<file path="src/rtl/stream_egress_credit_pkg.sv">
// rtl/stream_egress_credit_pkg.sv - shared defaults and width helper for the egress credit block
package stream_egress_credit_pkg;

    localparam int DATAW_DEFAULT = 32;
    localparam int LAT_DEFAULT   = 8;
    localparam int DEPTH_DEFAULT = 16;

    function automatic int clog2(input int value);
        int result;
        result = 0;
        while ((1 << result) < value) begin
            result = result + 1;
        end
        return result;
    endfunction

endpackage

</file>
<file path="src/rtl/stream_fifo_fwft.sv">
// rtl/stream_fifo_fwft.sv - first-word-fall-through result buffer with occupancy count
module stream_fifo_fwft
    import stream_egress_credit_pkg::*;
#(
    parameter int DATAW = DATAW_DEFAULT,
    parameter int DEPTH = DEPTH_DEFAULT,
    localparam int AW   = clog2(DEPTH),
    localparam int CW   = AW + 1
) (
    input  logic             clock,
    input  logic             reset,
    input  logic             push,
    input  logic             pop,
    input  logic [DATAW-1:0] wdata,
    output logic [DATAW-1:0] rdata,
    output logic [CW-1:0]    level,
    output logic             full,
    output logic             empty
);

    localparam logic [CW-1:0] DEPTH_W = CW'(DEPTH);

    logic [DATAW-1:0] mem_q [DEPTH];
    logic [AW-1:0]    wr_ptr_q, wr_ptr_d;
    logic [AW-1:0]    rd_ptr_q, rd_ptr_d;
    logic [CW-1:0]    level_q, level_d;
    logic             wr_en;
    logic             rd_en;

    assign full  = (level_q == DEPTH_W);
    assign empty = (level_q == '0);
    assign level = level_q;
    assign rdata = mem_q[rd_ptr_q];

    // A push into a full buffer only lands when the head leaves in the same cycle.
    assign wr_en = push & (~full | pop);
    assign rd_en = pop & ~empty;

    always_comb begin
        wr_ptr_d = wr_ptr_q;
        rd_ptr_d = rd_ptr_q;
        level_d  = level_q;
        if (wr_en) begin
            wr_ptr_d = wr_ptr_q + AW'(1);
        end
        if (rd_en) begin
            rd_ptr_d = rd_ptr_q + AW'(1);
        end
        case ({wr_en, rd_en})
            2'b10:   level_d = level_q + CW'(1);
            2'b01:   level_d = level_q - CW'(1);
            default: level_d = level_q;
        endcase
    end

    always_ff @(posedge clock or posedge reset) begin
        if (reset) begin
            wr_ptr_q <= '0;
            rd_ptr_q <= '0;
            level_q  <= '0;
        end else begin
            wr_ptr_q <= wr_ptr_d;
            rd_ptr_q <= rd_ptr_d;
            level_q  <= level_d;
        end
    end

    always_ff @(posedge clock) begin
        if (wr_en) begin
            mem_q[wr_ptr_q] <= wdata;
        end
    end

endmodule

</file>
<file path="src/rtl/stream_egress_credit.sv">
// rtl/stream_egress_credit.sv - egress controller tracking datapath tokens and buffering results with credit flow control
module stream_egress_credit
    import stream_egress_credit_pkg::*;
#(
    parameter int DATAW = DATAW_DEFAULT,
    parameter int LAT   = LAT_DEFAULT,
    parameter int DEPTH = DEPTH_DEFAULT,
    localparam int AW   = clog2(DEPTH),
    localparam int CW   = AW + 1
) (
    input  logic             clock,
    input  logic             reset,
    input  logic             ivalid,
    output logic             iready,
    output logic             dp_accept,
    input  logic [DATAW-1:0] dp_data,
    output logic             ovalid,
    input  logic             oready,
    output logic [DATAW-1:0] odata,
    output logic [CW-1:0]    level,
    output logic [CW-1:0]    inflight,
    output logic             overflow
);

    localparam logic [CW:0] DEPTH_SUM = (CW+1)'(DEPTH);

    logic [LAT-1:0] tok_q, tok_d;
    logic [CW-1:0]  inflight_q, inflight_d;
    logic           overflow_q, overflow_d;
    logic [CW:0]    credit_sum;
    logic           push;
    logic           pop;
    logic           full;
    logic           empty;

    // Credit covers both buffered words and items still inside the datapath,
    // so every accepted item is guaranteed a buffer slot when it emerges.
    assign credit_sum = {1'b0, inflight_q} + {1'b0, level};
    assign iready     = ~reset & (credit_sum < DEPTH_SUM);
    assign dp_accept  = ivalid & iready;
    assign push       = tok_q[LAT-1];
    assign ovalid     = ~empty;
    assign pop        = ovalid & oready;
    assign inflight   = inflight_q;
    assign overflow   = overflow_q;

    stream_fifo_fwft #(
        .DATAW (DATAW),
        .DEPTH (DEPTH)
    ) u_fifo (
        .clock (clock),
        .reset (reset),
        .push  (push),
        .pop   (pop),
        .wdata (dp_data),
        .rdata (odata),
        .level (level),
        .full  (full),
        .empty (empty)
    );

    always_comb begin
        tok_d      = tok_q;
        inflight_d = inflight_q;
        overflow_d = overflow_q;
        tok_d[0]   = dp_accept;
        for (int i = 1; i < LAT; i++) begin
            tok_d[i] = tok_q[i-1];
        end
        case ({dp_accept, push})
            2'b10:   inflight_d = inflight_q + CW'(1);
            2'b01:   inflight_d = inflight_q - CW'(1);
            default: inflight_d = inflight_q;
        endcase
        if (push & full & ~pop) begin
            overflow_d = 1'b1;
        end
    end

    always_ff @(posedge clock or posedge reset) begin
        if (reset) begin
            tok_q      <= '0;
            inflight_q <= '0;
            overflow_q <= 1'b0;
        end else begin
            assert (!(push && !dp_accept && inflight_q == '0))
                else $error("inflight counter underflow");
            tok_q      <= tok_d;
            inflight_q <= inflight_d;
            overflow_q <= overflow_d;
        end
    end

endmodule

</file>
<file path="config.mk">
export PLATFORM = sky130hd
export DESIGN_NAME = stream_egress_credit
export DESIGN_NICKNAME = d
export VERILOG_FILES = /design/src/rtl/stream_egress_credit_pkg.sv /design/src/rtl/stream_fifo_fwft.sv /design/src/rtl/stream_egress_credit.sv
export SDC_FILE = /design/constraint.sdc
export NUM_CORES = 1
export LEC_CHECK = 0
export BUFFER_PORTS_ARGS = -buffer_cell sky130_fd_sc_hd__clkbuf_2
export CAP_MARGIN = 20
export CORE_ASPECT_RATIO = 1.2
export CORE_MARGIN = 2
export CORE_UTILIZATION = 38
export DETAILED_ROUTE_END_ITERATION = 12
export SLEW_MARGIN = 10
export SYNTH_ARGS = -nofsm -noshare
export SYNTH_HDL_FRONTEND = slang
export SYNTH_SLANG_ARGS = --single-unit
export TNS_END_PERCENT = 1
</file>
<file path="constraint.sdc">
create_clock -name clock -period 3.9 [get_ports clock]
set_clock_uncertainty 0.15 [all_clocks]
set_input_delay 0.78 -clock clock [delete_from_list [all_inputs] [get_ports clock]]
set_output_delay 0.78 -clock clock [all_outputs]
set_load 0.005 [all_outputs]
</file>
==> metrics.md, run 1 <==
| Metric | Value |
|---|---|
| Final setup violation count | `0` |
| Clk slew on worst S/H paths | `~0.06 ns` |
| # IOs | `between 80 and 90` |
| Status | `complete, no violations` |
| CTS sink cnt | `about 540` |
| GPL Wtd Cong | `around 0.71` |
| FFs w/ async S/R, synth | `roughly 5%` |
| Layout area overhead | `15.47%` |
| Final critical-path share of the clock period | `94.36%` |
| Initial antenna violation count | `2` |
| Clock power frac | `28.8%` |
| Routed wire length | `approximately 44 mm` |
| Syn nets | `984` |
| Die H | `~260 um` |
| Synth Flop Type | `edfxtp_1` |
| Share of cells above drive strength 1 | `31.07%` |
| CORE AREA | `0.05376 mm2` |
| Die area | `0.05627 mm2` |
| Relative slew slack | `roughly 53%` |
| Setup CP Type | `flip-flop to primary output` |
| RSZ-0062 raised after global routing | `no` |
| Leak Pwr | `around 0.008 uW` |
| Global-route wire length before repair | `around 66 mm` |
| Root Driver | `clkbuf_16` |
| CTS tree | `yes` |
| Net count, final | `around 1100` |
| Post-synth top area share | `between 70% and 80%` |
| Initial Util | `between 30% and 40%` |
| Vias post-DR | `9626` |
| Worst Tran Pin Value | `0.7118 ns` |
| Syn Std Cell Area | `0.02067 mm2` |
| Port bufs | `81` |
| Sw frac | `28.89%` |
| H-Tree Depth | `2` |
| Post-Syn Area per Cell | `22.25 um2` |
| Area leader, netlist | `edfxtp_1` |
| Critical path required time | `a little under 3 ns` |
| MaxCap Viol Count | `0` |
| R2r startpoint | `u_fifo.level[4]` |
| Startpoint types | `flip-flop` |
| Internal power | `11520 uW` |
| Sequential share of the synthesized area | `77.67%` |
| Dominant cells by area after synthesis | `edfxtp_1 (74%), mux4_2 (14%), dfrtp_1 (3.3%)` |
| Register area | `approximately 0.016 mm2` |
| Tmin final | `3.680 ns` |
| Ys Warns | `0` |
| Vias in the first global route | `10360` |
| Final non-filler cell total | `around 1800` |
| Crit. Startpoint | `u_fifo.rd_ptr_q[0]` |
| Routed WL per cell | `24.27 um` |
| Fill count | `4572` |
| Die width | `216.9 um` |
| Cts-stage hold buffer count | `0` |
| Crit path DAT | `~2.8 ns` |
| Setup TNS | `0 ns` |
| Post_cts resized | `0` |
| CTS max path bufs | `3` |
| DRT Pass-1 Iters | `5` |
| Violation count after the first detailed-route iteration | `860` |
| Post-CTS setup buffers | `0` |
| Worst vdd ir | `roughly 420 uV` |
| Synth Instances | `929` |
| Power per cell area | `around 680 mW/mm2` |
| GRT Residual Overflow | `0` |
| Drt via density | `5.336` |
| Site Rows | `93` |
| GRT Overall Usage | `15.84%` |
| Seq cells post-synth | `between 500 and 600` |
| Multi-input logic area | `about 0.0044 mm2` |
| Largest net degree at the start of global routing | `53` |
| Placed insts | `1710` |
| Crit path max fanout | `25` |
| Nature of the critical path endpoint | `primary output` |
| Clk_lat worst skew | `0.57 ns` |
| Post-synth EDFFs | `512` |
| Reg power frac | `between 40% and 50%` |
| Max Freq | `271.7 MHz` |
| CTS buffer count | `51` |
| Final count of pins violating max slew | `0` |
| Hold/Removal Path Class | `primary input to asynchronous set/reset pin` |
| Logic pwr share | `28.2%` |
| Residual DRC | `0` |
| Flop-to-flop setup slack | `0.56 ns` |
| Post-route ant nets | `0` |
| Dpl hpwl | `24.09 mm` |
| Synth cell types | `44` |
| Psw | `4681 uW` |
| Hold Violations, Final | `0` |
==> registers in the layout, summed over array words and instances, names as in the netlist <==
register / count
overflow: 1
inflight: 5
u_fifo.mem_q: 512
u_fifo.wr_ptr_q: 4
u_fifo.level: 5
u_fifo.rd_ptr_q: 4
tok_q: 8
==> metrics by stage <==
| step | total power (uW) | hold WS, ns | util (%) | setup slack, ns | area (um2) |
|---|---|---|---|---|---|
| after detailed placement | 11770 | 0.1886 | 41.42 | 0.4087 | 22270 |
| final | 16200 | 0.03421 | 44.39 | 0.2201 | 23860 |
| after CTS | 16440 | 0.2045 | 44.34 | 0.09078 | 23830 |
| after floorplan | 10050 | 0.1812 | - | 0.6324 | 20670 |
| after global placement | 11720 | 0.1856 | 41.42 | 0.4497 | 22270 |
| after global routing | 17030 | 0.04819 | 44.39 | 0.03187 | 23860 |
==> critical path: stages, from the launching register on <==
cell	delay, ns
dfrtp_4	0.81
buf_4	0.31
mux4_2	0.51
a22oi_1	0.20
nand2_1	0.17
clkbuf_2	0.16
==> placed cells by master, fill, tap and decap left out, types with 2 or more instances in the layout <==
| cell | n |
|---|---|
| fa_1 | 2 |
| nand2_1 | 43 |
| inv_6 | 2 |
| nor2b_1 | 2 |
| clkbuf_1 | 12 |
| o21ai_0 | 7 |
| a21o_1 | 3 |
| and2_2 | 13 |
| bufinv_16 | 2 |
| dfrtp_1 | 25 |
| clkinv_1 | 13 |
| mux4_2 | 128 |
| mux2_2 | 3 |
| clkbuf_8 | 3 |
| and3_2 | 4 |
| xnor2_1 | 9 |
| clkbuf_16 | 52 |
| clkinv_2 | 7 |
| o311ai_0 | 3 |
| buf_4 | 15 |
| nand3_1 | 3 |
| a21oi_1 | 5 |
| nor2b_4 | 2 |
| buf_12 | 19 |
| a22oi_1 | 64 |
| dfrtp_4 | 2 |
| inv_1 | 10 |
| ha_1 | 17 |
| nor3_1 | 2 |
| xor2_1 | 3 |
| clkbuf_2 | 81 |
| edfxtp_1 | 512 |
==> per-layer routing <==
layer / vias up / track usage, % / routed length, um
li1: 4163 / - / -
met1: 5207 / 21.05 / 18570
met2: 189 / 27.40 / 22440
met3: 63 / 2.695 / 1991
met4: 4 / 3.615 / 744
met5: - / 0 / 23
==> Yosys cell counts (5+ instances only) <==
library cell / instances
dfrtp_1: 27
buf_1: 8
a22oi_1: 64
clkbuf_1: 23
o21ai_0: 7
xnor2_1: 9
inv_1: 10
ha_1: 17
edfxtp_1: 512
and2_1: 14
buf_6: 5
mux4_2: 128
a21oi_1: 5
buf_4: 6
nand2_1: 43
==> power groups by stage <==
stage          Sequential [uW]  Combinational, uW  Clock (uW)
4_1_cts                   6970               4690        4770
3_3_place_gp              7070               4650           0
5_1_grt                   7010               5040        4980
2_1_floorplan             6890               3150           0
6_report                  6970               4570        4670
3_5_place_dp              7090               4680           0
==> area by class of cell <==
type / count / area share, %
flip-flops and latches: 539 / 67.29
diodes: 1 / 0.01049
clock buffers: 67 / 5.815
clock inverters: 25 / 0.7445
well taps: 712 / 3.733
repair buffers: 116 / 3.880
multi-input cells: 334 / 18.37
inverters: 10 / 0.1573
==> path summary, 6_finish.rpt <==
kind / cells after the start / to
max in group asynchronous: 3 / u_fifo.rd_ptr_q[1]
min reg2reg: 0 / tok_q[1]
max reg2reg: 10 / inflight[4]
max: 5 / odata[28]
min in group clock: 0 / tok_q[1]
min: 2 / inflight[2]
==> logic make-up after synthesis <==
| logic type | after synthesis | share of synthesized area, % |
|---|---|---|
| flops | 539 | 77.67 |
| xor+xnor | 12 | 0.5086 |
| buf+inv | 56 | 1.332 |
| compound gates | 88 | 3.082 |
| fa+ha+maj | 19 | 1.223 |
| simple gates | 83 | 2.028 |
| mux | 132 | 14.16 |
(Power assumes the default switching activity.)
==> run 2: changes to the inputs <==
==> constraint.sdc (replaced) <==
create_clock -name clock -period 3.9 [get_ports clock]
set_clock_uncertainty 0.15 [all_clocks]
set_input_delay 0.78 -clock clock [delete_from_list [all_inputs] [get_ports clock]]
set_output_delay 0.78 -clock clock [all_outputs]
set_load 0.01 [all_outputs]
==> run 2 against run 1 <==
Wire length is essentially flat; total power grew 1.1%; via count is 0.68% lower; register-to-register slack got worse by 0.04 ns; largest power group unchanged; core utilization is essentially flat; non-clock buffer count fell by 3.
==> metrics.md, run 2 (synthesis results as in run 1) <==
| Metric | Value |
|---|---|
| Status | `complete, no violations` |
| Die area | `0.05627 mm2` |
| Post-route ant nets | `0` |
| Crit path DAT | `2.72 ns` |
| Startpoint types | `flip-flop` |
| Setup CP Type | `flip-flop to primary output` |
| Most common cell after layout, fill and taps aside | `edfxtp_1` |
| CP max stage cell | `dfrtp_4` |
| DRT Pass-1 Iters | `5` |
| Layout area overhead | `15.58%` |
| Crit. Startpoint | `u_fifo.rd_ptr_q[0]` |
| Worst-path cell chain | `buf_12, mux4_2, a22oi_1, nand2_1, clkbuf_2` |
| Core Util, Final | `44.43%` |
| Cts-stage hold buffer count | `0` |
| Hold Violations, Final | `0` |
| Max reg flops | `just over 500` |
| Post_cts resized | `0` |
| Final count of pins violating max slew | `0` |
| Initial antenna violation count | `4` |
| Flop-to-flop setup slack | `0.52 ns` |
| Port bufs | `81` |
| Tmin final | `3.645 ns` |
| Final setup violation count | `0` |
| Drt via density | `around 5.3` |
| Routed wire length | `43.77 mm` |
| Max Freq | `between 200 and 300 MHz` |
| R2R depth | `10` |
| Root Driver | `clkbuf_16` |
| Largest registers | `u_fifo.mem_q: 512 flops, tok_q: 8 flops` |
| Reg2reg end | `inflight[4]` |
| Critical path required time | `2.97 ns` |
| Net count, final | `1102` |
| Largest register by flop count | `u_fifo.mem_q` |
| Most frequent cells in the layout | `edfxtp_1 (512), mux4_2 (128), clkbuf_2 (81)` |
| R2r startpoint | `u_fifo.level[4]` |
| Final Total Pwr | `16380 uW` |
| Power per cell area | `between 600 and 700 mW/mm2` |
| CTS max path bufs | `3` |
| Vias in the first global route | `10220` |
| Largest net degree at the start of global routing | `slightly above 70` |
| Fill count | `4555` |
| Vias post-DR | `9561` |
| GRT Residual Overflow | `0` |
| CTS buffer count | `49` |
| H-Tree Depth | `2` |
| Finished layout cell area | `0.02389 mm2` |
| GRT Overall Usage | `15.77%` |
| CP top delay family | `flip-flops` |
| Hold/Removal Path Class | `primary input to asynchronous set/reset pin` |
| Die width | `approximately 220 um` |
| CORE AREA | `0.05376 mm2` |
| CTS sink cnt | `539` |
| Global-route wire length before repair | `around 65 mm` |
| Residual DRC | `0` |
| # IOs | `82` |
| Leak Pwr | `0.007819 uW` |
| Dpl hpwl | `24.11 mm` |
| CTS tree | `yes` |
| Violation count after the first detailed-route iteration | `~820` |
| Cell Area, Placed | `~0.022 mm2` |
| Clk_lat worst skew | `0.56 ns` |
| Initial Util | `38.44%` |
| GPL Wtd Cong | `0.7177` |
| Final critical-path share of the clock period | `93.46%` |
| RSZ-0062 raised after global routing | `no` |
| Worst vdd ir | `around 420 uV` |
| Clk slew on worst S/H paths | `around 0.06 ns` |
| CP endpoint | `odata[28]` |
| Largest stage delay, worst path | `roughly 0.7 ns` |
| Cell count along the critical path | `5` |
| MaxCap Viol Count | `0` |
| Routed WL per cell | `24.33 um` |
| Site Rows | `93` |
| Relative slew slack | `50.99%` |
| Worst Tran Pin Value | `between 0.7 and 0.8 ns` |
| Share of cells above drive strength 1 | `between 30% and 40%` |
| Crit path max fanout | `38` |
| Post-CTS setup buffers | `0` |
| Nature of the critical path endpoint | `primary output` |
| Die H | `between 200 and 300 um` |
| Buf/Inv on CP | `2` |
| Setup TNS | `0 ns` |
-- run 2: how the worst min path moves through the flow --
stage | to | depth (start not counted)
after global placement | tok_q[5] | 0
after global routing | inflight[4] | 2
after detailed placement | tok_q[3] | 0
after CTS | tok_q[3] | 0
after floorplan | tok_q[1] | 0
final | inflight[4] | 2
-- run 2: area by class of cell --
| cell class | count | area, um2 | area share [%] |
|---|---|---|---|
| antenna | 1 | 2.502 | 0.01048 |
| multi-input combinational | 334 | 4384 | 18.36 |
| clock buffer | 60 | 1313 | 5.495 |
| inverter | 10 | 37.54 | 0.1572 |
| timing repair buffer | 113 | 928.4 | 3.887 |
| sequential | 539 | 16060 | 67.23 |
| clock inverter | 30 | 271.5 | 1.137 |
| tap | 712 | 890.9 | 3.730 |
-- run 2: routing by layer --
| metal | share of wire (%) | up-vias | global-route usage [%] | wire length (um) |
|---|---|---|---|---|
| met3 | 4.5 | 75 | 2.636 | 1953 |
| li1 | - | 4148 | - | - |
| met4 | 2.2 | 6 | 4.509 | 967 |
| met5 | 0.080 | - | 0 | 35 |
| met2 | 51 | 239 | 27.30 | 22300 |
| met1 | 42 | 5093 | 20.58 | 18520 |
-- run 2: stage by stage --
stage                     hold WS [ns]  worst slack, ns  std cells
after floorplan                 0.1812           0.5446        929
after global placement          0.1837           0.4362       1707
after detailed placement        0.1847           0.4390       1707
after CTS                       0.1984           0.1841       1797
after global routing           0.05530          0.08633       1799
final                          0.04237           0.2549       1799
-- run 2: worst register-to-register path, cell delays in order (launching register included) --
cell and delay [ns]:
dfrtp_1 0.47, ha_1 0.32, or4_1 0.46, a21oi_1 0.20, nand2_1 0.09, ha_1 0.29, ha_1 0.34, nor2b_1 0.16
o21a_1 0.18, or2_2 0.27, o311ai_0 0.33
-- run 2: where the power goes --
group	total, uW	internal (uW)	switching (uW)	leakage, uW
combinational	4740	2230	2520	0.00210
sequential	6920	6640	287	0.00494
clock	4720	2670	2050	0.000781
